## config.mk

```make
export PLATFORM = sky130hd
export DESIGN_NAME = sync_fifo_prog_flat
export DESIGN_NICKNAME = d
export VERILOG_FILES = /design/src/rtl/sync_fifo_prog_if.sv /design/src/rtl/sync_fifo_prog.sv /design/src/flat_wrapper.sv
export SDC_FILE = /design/constraint.sdc
export NUM_CORES = 1
export LEC_CHECK = 0
export ABC_AREA = 0
export ABC_CLOCK_PERIOD_IN_PS = 3200
export CAP_MARGIN = 20
export CORE_UTILIZATION = 55
export CTS_CLUSTER_DIAMETER = 80
export DETAILED_ROUTE_END_ITERATION = 6
export GPL_ROUTABILITY_DRIVEN = 0
export HOLD_SLACK_MARGIN = 0.05
export PLACE_DENSITY = 0.77
export SLEW_MARGIN = 20
export SYNTH_ARGS = -nofsm -noshare
export SYNTH_HDL_FRONTEND = slang
export SYNTH_SLANG_ARGS = --single-unit
```

## constraint.sdc

```tcl
create_clock -name clk -period 3.2 [get_ports clk]
set_input_delay 0.32 -clock clk [delete_from_list [all_inputs] [get_ports clk]]
set_output_delay 0.32 -clock clk [all_outputs]
set_load 0.005 [all_outputs]
```

## src/rtl/sync_fifo_prog_if.sv

```systemverilog
// Handshake and status bundle for sync_fifo_prog.
// The producer/consumer side uses master; the FIFO uses slave.
interface sync_fifo_prog_if #(
  parameter int WIDTH = 8,
  parameter int DEPTH = 16
);
  localparam int CW = $clog2(DEPTH + 1);

  logic             wr_en;
  logic [WIDTH-1:0] din;
  logic             rd_en;
  logic [WIDTH-1:0] dout;
  logic             rd_valid;
  logic             full;
  logic             empty;
  logic             almost_full;
  logic             almost_empty;
  logic [CW-1:0]    count;
  logic             err_clr;
  logic             overflow;
  logic             underflow;

  modport master (
    output wr_en, din, rd_en, err_clr,
    input  dout, rd_valid, full, empty,
    input  almost_full, almost_empty,
    input  count, overflow, underflow
  );

  modport slave (
    input  wr_en, din, rd_en, err_clr,
    output dout, rd_valid, full, empty,
    output almost_full, almost_empty,
    output count, overflow, underflow
  );
endinterface

```

## src/rtl/sync_fifo_prog.sv

```systemverilog
// Single-clock FIFO: programmable almost flags, count, optional FWFT.
// Define SYNC_FIFO_PROG_ERR_EN to build sticky overflow/underflow flags.
module sync_fifo_prog #(
  parameter int WIDTH     = 8,
  parameter int DEPTH     = 16,
  parameter int AF_THRESH = 14,
  parameter int AE_THRESH = 2,
  parameter int FWFT      = 0
) (
  input logic            clk,
  input logic            rst_n,
  sync_fifo_prog_if.slave bus
);
  localparam int AW = $clog2(DEPTH);
  localparam int CW = $clog2(DEPTH + 1);
  localparam logic [AW-1:0] LAST = AW'(DEPTH - 1);
  localparam logic [CW-1:0] FULL_C = CW'(DEPTH);
  localparam logic [CW-1:0] AF_C = CW'(AF_THRESH);
  localparam logic [CW-1:0] AE_C = CW'(AE_THRESH);

  if (WIDTH < 1 || DEPTH < 2 ||
      AF_THRESH < 1 || AF_THRESH > DEPTH ||
      AE_THRESH < 0 || AE_THRESH > DEPTH - 1 ||
      (FWFT != 0 && FWFT != 1)) begin : g_bad_param
    $error("sync_fifo_prog: illegal parameters");
  end

  logic [WIDTH-1:0] mem [DEPTH];
  logic [AW-1:0]    wptr;
  logic [AW-1:0]    rptr;
  logic [CW-1:0]    count_q;
  logic             empty;
  logic             full;
  logic             rd_acc;
  logic             wr_acc;

  assign empty  = (count_q == '0);
  assign full   = (count_q == FULL_C);
  assign rd_acc = bus.rd_en & ~empty;
  assign wr_acc = bus.wr_en & (~full | rd_acc);

  assign bus.empty        = empty;
  assign bus.full         = full;
  assign bus.almost_full  = (count_q >= AF_C);
  assign bus.almost_empty = (count_q <= AE_C);
  assign bus.count        = count_q;

  // Storage is not reset; the pointers alone define what is readable.
  always_ff @(posedge clk) begin
    if (wr_acc) mem[wptr] <= bus.din;
  end

  always_ff @(posedge clk or negedge rst_n) begin
    if (!rst_n) begin
      wptr    <= '0;
      rptr    <= '0;
      count_q <= '0;
    end else begin
      if (wr_acc) wptr <= (wptr == LAST) ? '0 : wptr + AW'(1);
      if (rd_acc) rptr <= (rptr == LAST) ? '0 : rptr + AW'(1);
      unique case ({wr_acc, rd_acc})
        2'b10:   count_q <= count_q + CW'(1);
        2'b01:   count_q <= count_q - CW'(1);
        default: count_q <= count_q;
      endcase
    end
  end

  if (FWFT != 0) begin : g_fwft
    assign bus.dout     = mem[rptr];
    assign bus.rd_valid = ~empty;
  end else begin : g_reg
    logic [WIDTH-1:0] dout_q;
    logic             valid_q;

    always_ff @(posedge clk or negedge rst_n) begin
      if (!rst_n) begin
        dout_q  <= '0;
        valid_q <= 1'b0;
      end else begin
        valid_q <= rd_acc;
        if (rd_acc) dout_q <= mem[rptr];
      end
    end

    assign bus.dout     = dout_q;
    assign bus.rd_valid = valid_q;
  end

`ifdef SYNC_FIFO_PROG_ERR_EN
  logic ovf_q;
  logic unf_q;

  // A new error in the same cycle as err_clr takes priority.
  always_ff @(posedge clk or negedge rst_n) begin
    if (!rst_n) begin
      ovf_q <= 1'b0;
      unf_q <= 1'b0;
    end else begin
      if (bus.wr_en & ~wr_acc) ovf_q <= 1'b1;
      else if (bus.err_clr)    ovf_q <= 1'b0;
      if (bus.rd_en & empty)   unf_q <= 1'b1;
      else if (bus.err_clr)    unf_q <= 1'b0;
    end
  end

  assign bus.overflow  = ovf_q;
  assign bus.underflow = unf_q;
`else
  logic unused_err_clr;
  assign unused_err_clr = bus.err_clr;
  assign bus.overflow   = 1'b0;
  assign bus.underflow  = 1'b0;
`endif
endmodule
```

## src/flat_wrapper.sv

```systemverilog
// flat-port wrapper written by rule: the top's interface ports become plain ports
module sync_fifo_prog_flat 
#(
  parameter int WIDTH     = 8,
  parameter int DEPTH     = 16,
  parameter int AF_THRESH = 14,
  parameter int AE_THRESH = 2,
  parameter int FWFT      = 0
)
  (clk, rst_n, bus_wr_en, bus_din, bus_rd_en, bus_err_clr, bus_dout, bus_rd_valid, bus_full, bus_empty, bus_almost_full, bus_almost_empty, bus_count, bus_overflow, bus_underflow);
  sync_fifo_prog_if #(.WIDTH(WIDTH), .DEPTH(DEPTH)) bus_i ();
  input logic clk;
  input logic rst_n;
  input wire logic [$bits(bus_i.wr_en)-1:0] bus_wr_en;
  input wire logic [$bits(bus_i.din)-1:0] bus_din;
  input wire logic [$bits(bus_i.rd_en)-1:0] bus_rd_en;
  input wire logic [$bits(bus_i.err_clr)-1:0] bus_err_clr;
  output wire logic [$bits(bus_i.dout)-1:0] bus_dout;
  output wire logic [$bits(bus_i.rd_valid)-1:0] bus_rd_valid;
  output wire logic [$bits(bus_i.full)-1:0] bus_full;
  output wire logic [$bits(bus_i.empty)-1:0] bus_empty;
  output wire logic [$bits(bus_i.almost_full)-1:0] bus_almost_full;
  output wire logic [$bits(bus_i.almost_empty)-1:0] bus_almost_empty;
  output wire logic [$bits(bus_i.count)-1:0] bus_count;
  output wire logic [$bits(bus_i.overflow)-1:0] bus_overflow;
  output wire logic [$bits(bus_i.underflow)-1:0] bus_underflow;
  assign bus_i.wr_en = bus_wr_en;
  assign bus_i.din = bus_din;
  assign bus_i.rd_en = bus_rd_en;
  assign bus_i.err_clr = bus_err_clr;
  assign bus_dout = bus_i.dout;
  assign bus_rd_valid = bus_i.rd_valid;
  assign bus_full = bus_i.full;
  assign bus_empty = bus_i.empty;
  assign bus_almost_full = bus_i.almost_full;
  assign bus_almost_empty = bus_i.almost_empty;
  assign bus_count = bus_i.count;
  assign bus_overflow = bus_i.overflow;
  assign bus_underflow = bus_i.underflow;
  sync_fifo_prog #(.WIDTH(WIDTH), .DEPTH(DEPTH), .AF_THRESH(AF_THRESH), .AE_THRESH(AE_THRESH), .FWFT(FWFT)) u_core (.clk(clk), .rst_n(rst_n), .bus(bus_i));
endmodule
```

After elaboration in Yosys (flattened, before gate mapping)
Memories as Yosys holds them, arrays and structs flattened. A register that Yosys moved wholly into a read port is not among the register bits.
Cells that the tools add are included.
- $add $sub $neg: 4
- $lt $le $gt $ge: 2
- eq/ne operators: 5
- mux-type cells: 5
- bitwise logic cells: 5
- reduce and logical (&&, ||, !) cells: 3
- operators by type and width (kind ; number):
    $pmux 5 s2 ; 1
    $add 4x1->4 const B ; 2
    $eq 4x4->1 const B ; 2
    $mux 4 ; 2
    $add 5x1->5 const B ; 1
    $eq 5x5->1 const B ; 1
    $ge 5x4->1 const B ; 1
    $le 5x2->1 const B ; 1
    $logic_not 5->1 ; 1
    $sub 5x1->5 const B ; 1
    $and 1x1->1 ; 2
    $eq 2x1->1 const B ; 1
    $eq 2x2->1 const B ; 1
    $mux 1 ; 2
    $not 1->1 ; 2
    $reduce_bool 2->1 ; 1
    $logic_not 1->1 ; 1
    $or 1x1->1 ; 1
- register bits: 14
- memory bits (writable): 128
- output and inout bits: 20
- word-level logic and storage cells: 29
- memories: 1
- memories (memory ; words ; width ; rd ports ; clocked after Yosys merged registers in ; wr ports ; line ; text):
    u_core.mem ; 16 ; 8 ; 1 ; 1 ; 1 ; sync_fifo_prog.sv:28 ; logic [WIDTH-1:0] mem [DEPTH];

Logic depth before layout (Yosys ltp)
- depth after elaboration: 7
- gate-level depth with buffers: 9

Least setup slack after synthesis
Ideal clock, no wire load.
- kind: register to register
- start: register u_core.count_q[1], in the netlist u_core.bus.count[1]
- end: register u_core.count_q[4], in the netlist u_core.bus.count[4]
- library setup time: 0.132 ns
- arrival time: 2.779 ns
- data required time: 3.068 ns
- slack: 0.289 ns
- stages on the path, launching flop included: 10
- path buffers: 1
- path through: dfrtp_1 -> or4_1 -> buf_6 -> nor2_1 -> nor3_1 -> fa_1 -> a21o_1 -> a2111o_1 -> o211ai_1 -> or3b_1
- longest elaborated chain between the ends: 7
- RTL lines (element ; line ; text):
    from (decl) ; sync_fifo_prog.sv:31 ; logic [CW-1:0] count_q;
    from (signal assigned) ; sync_fifo_prog.sv:62 ; 2'b10: count_q <= count_q + CW'(1);
    from (signal assigned) ; sync_fifo_prog.sv:63 ; 2'b01: count_q <= count_q - CW'(1);
    from (signal assigned) ; sync_fifo_prog.sv:64 ; default: count_q <= count_q;
    $logic_not 5->1 * ; sync_fifo_prog.sv:37 ; assign empty = (count_q == '0);
    net bus_empty ; flat_wrapper.sv:21 ; output wire logic [$bits(bus_i.empty)-1:0] bus_empty;
    $not 1->1 * ; sync_fifo_prog.sv:39 ; assign rd_acc = bus.rd_en & ~empty;
    $and 1x1->1 * ; sync_fifo_prog.sv:39 ;
    $or 1x1->1 ; sync_fifo_prog.sv:40 ; assign wr_acc = bus.wr_en & (~full | rd_acc);
    $and 1x1->1 ; sync_fifo_prog.sv:40 ;
    $eq 2x1->1 / $eq 2x2->1 (equally long branches) ; sync_fifo_prog.sv:61 ; unique case ({wr_acc, rd_acc})
    $pmux 5 s2 / $reduce_bool 2->1 (equally long branches) ; - ;
The timed path passes the listed nets; every way through them passes the cells marked *.
A chain may end at the register's enable or synchronous reset.

Worst setup path in the final report
- start: register u_core.count_q[0], in the netlist u_core.bus.count[0]
- end: register u_core.count_q[4], in the netlist u_core.bus.count[4]
- longest elaborated chain between the ends: 7
- RTL lines (element ; line):
    $logic_not 5->1 ; sync_fifo_prog.sv:37
    $not 1->1 ; sync_fifo_prog.sv:39
    $and 1x1->1 ; sync_fifo_prog.sv:39
    $or 1x1->1 ; sync_fifo_prog.sv:40
    $and 1x1->1 ; sync_fifo_prog.sv:40
    $eq 2x1->1 / $eq 2x2->1 (equally long branches) ; sync_fifo_prog.sv:61
    $pmux 5 s2 / $reduce_bool 2->1 (equally long branches) ; -
Parallel ways exist; a longest one is shown, timed or not.

==> results.cfg <==
[clock_network]
cts_root_buf = clkbuf_8
numCtsBuffers = 17
cts_tree = built
cts_sinks = 150
postCtsSetupRepairBufs = 0
insertion_delay_ns = 0.53
cts_resized = 0
htreeDepth = 4
hold_buffers = 0
clock_path_buffers = 2
clk_pin_slew_ns = 0.06

[grt]
grt_pass1_vias = 3311
grtUsageTotal = 0.2266
grt_first_pass_wirelength_um = 18170
grt_max_degree = 23
antenna_found_initial = 0
overflow = 0

[routing]
dr_total_vias = 3196
vias_per_cell = 6.019
drt_iter0_markers = 206
routedWlPerCell_um = 22.14
firstDrtPassIters = 4
drt-total-wl_um = 11760
drc = 0
ant_nets = 0

[sta]
fmax_mhz = 350.8
maxSlewViolCount = 0
final.setup_skew_ns = 0.01869
tightest_slew_ns = 0.8569
setup_viol = 0
fin_crit_sh = 0.8909
whs_ns = 0.3121
fin_tns_setup_ns = 0
finalHoldViolations = 0
period_needed_ns = 2.851
max-slew-margin-rel = 0.4287
finalWorstSetupSlack_ns = 0.3490
rsz0062_at_grt = false

[min_path]
hp-class = input pin to asynchronous set/reset pin

[worst_setup_path]
reg2reg_from = u_core.bus.count[0]
path_class = register to register
reg2reg_slack_ns = 0.35
crit_path_end_kind = register
startpoint = u_core.bus.count[0]
arrival_ns = 3.25
crit_fanout = 7
cp.required_ns = 3.60
cp-start-kind = register

[die]
die_area_um2 = 11530
design.portCount = 33
start_util = 0.5633
design.core.area_um2 = 10840
core.rowCount = 38
die_w_um = 107.4
die_h_um = 107.4

[placement]
hpwl_um = 7131
io_buffers = 29
place_ws_ns = 0.2842

[power]
p_leak_nw = 2.494
powerDensity_nw_per_um2 = 903.7
vdd_drop_max_uv = 483.3
power.total_mw = 6.595

[synth]
synth_area_leaders = edfxtp_1 (63%), mux4_2 (12%), dfrtp_1 (9.0%), ha_1 (1.6%), o22ai_1 (1.6%)
ys_warn_count = 0
synth.avg_cell_area_um2 = 18.85
async_flop_share = 0.1467
yosysMostFrequentCell = edfxtp_1
syn_area_um2 = 6106
seq_area_frac_synth = 0.7197
netlist_top_cells_count = edfxtp_1 (128), mux4_2 (32), dfrtp_1 (22)
syn_inst = 324
synth_top_area_share = 0.6295
yosysUniqueCellTypes = 44
yosys.area.top_type = edfxtp_1
ys.flop_type = edfxtp_1
synth_edf_count = 128
ys_seq_elements = 150

[finish]
num-nets-final = 400
num_antenna_cells = 0
syn_to_final_growth_pct = 19.53
final_core_util = 0.6732
drive_gt1_frac = 0.2634

[run_status]
status = complete, no violations

[job]
maxCapViolations = 0
-- report_power, final --
| part | leakage [nW] | switching, mW | internal [mW] |
|---|---|---|---|
| registers | 1.41 | 0.320 | 2.40 |
| logic | 0.798 | 0.784 | 1.01 |
| clock network | 0.286 | 0.744 | 1.34 |
| total | 2.49 | 1.85 | 4.75 |
-- layout make-up --
| cell class | instances | area (um2) |
|---|---|---|
| multi-input combinational | 151 | 1599 |
| fill | 696 | 3542 |
| tap | 140 | 175.2 |
| clock buffer | 18 | 417.9 |
| sequential | 150 | 4395 |
| clock inverter | 14 | 207.7 |
| inverter | 4 | 15.01 |
| timing repair buffer | 54 | 488.0 |
-- registers in the layout (all words and copies together), names as in the netlist --
name / count
u_core.rptr: 4
u_core.wptr: 4
u_core.bus.dout: 8
u_core.mem: 128
u_core.bus.count: 5
u_core.bus.rd_valid: 1
-- through the flow --
stage / instance area [um2] / cells
after floorplan: 6110 / 325
after global placement: 6668 / 498
after detailed placement: 6668 / 498
after CTS: 7293 / 530
after global routing: 7298 / 531
final: 7298 / 531
-- worst max-delay path, cell delays in order (launching register included) --
cell      delay [ns]
dfrtp_1         0.47
or4_1           0.56
nor2_1          0.15
nor3_1          0.12
fa_1            0.41
a21o_1          0.19
a2111o_1        0.40
o211ai_1        0.09
or3b_1          0.35
-- path summary, 6_finish.rpt --
check | endpoint | cells past startpoint
max | u_core.bus.count[4] | 8
min | u_core.rptr[2] | 2
max reg2reg | u_core.bus.count[4] | 8
min reg2reg | u_core.bus.dout[6] | 2
max in group asynchronous | u_core.rptr[0] | 2
min in group clk | u_core.bus.dout[6] | 2
-- routing by layer --
layer / GRT usage / wire length, um / vias up
met2: 0.3760 / 6167 / 111
met5: 0 / 0 / -
met4: 0.1037 / 214 / 0
met3: 0.05266 / 658 / 14
li1: - / - / 1413
met1: 0.2858 / 4715 / 1658
-- kinds of logic after synthesis --
group / Yosys count / synth area share
DFF: 150 / 0.7197
adders and majority gates: 9 / 0.01967
AOI/OAI and AO/OA: 44 / 0.04816
other: 1 / 0.0006142
xor gates and xnor gates: 5 / 0.007172
buffers and inverters: 24 / 0.01906
and+or+nand+nor: 43 / 0.03279
muxes: 48 / 0.1529
-- layout by cell type (no fill, tap or decap), drive strengths merged, types with 2 or more instances in the layout --
master / instances
o22ai: 16
nor2: 14
inv: 4
buf: 25
mux2i: 3
conb: 2
o21ai: 4
dfrtp: 22
xnor2: 4
clkinvlp: 5
bufinv: 5
nand2: 12
mux2: 13
ha: 8
edfxtp: 128
clkdlybuf4s50: 28
a21oi: 12
mux4: 32
nand2b: 3
clkbuf: 18
a21o: 3
o211ai: 2
o31ai: 2
nor3: 6
clkinv: 4
or4: 2
nand3: 3
(Power assumes the default switching activity.)
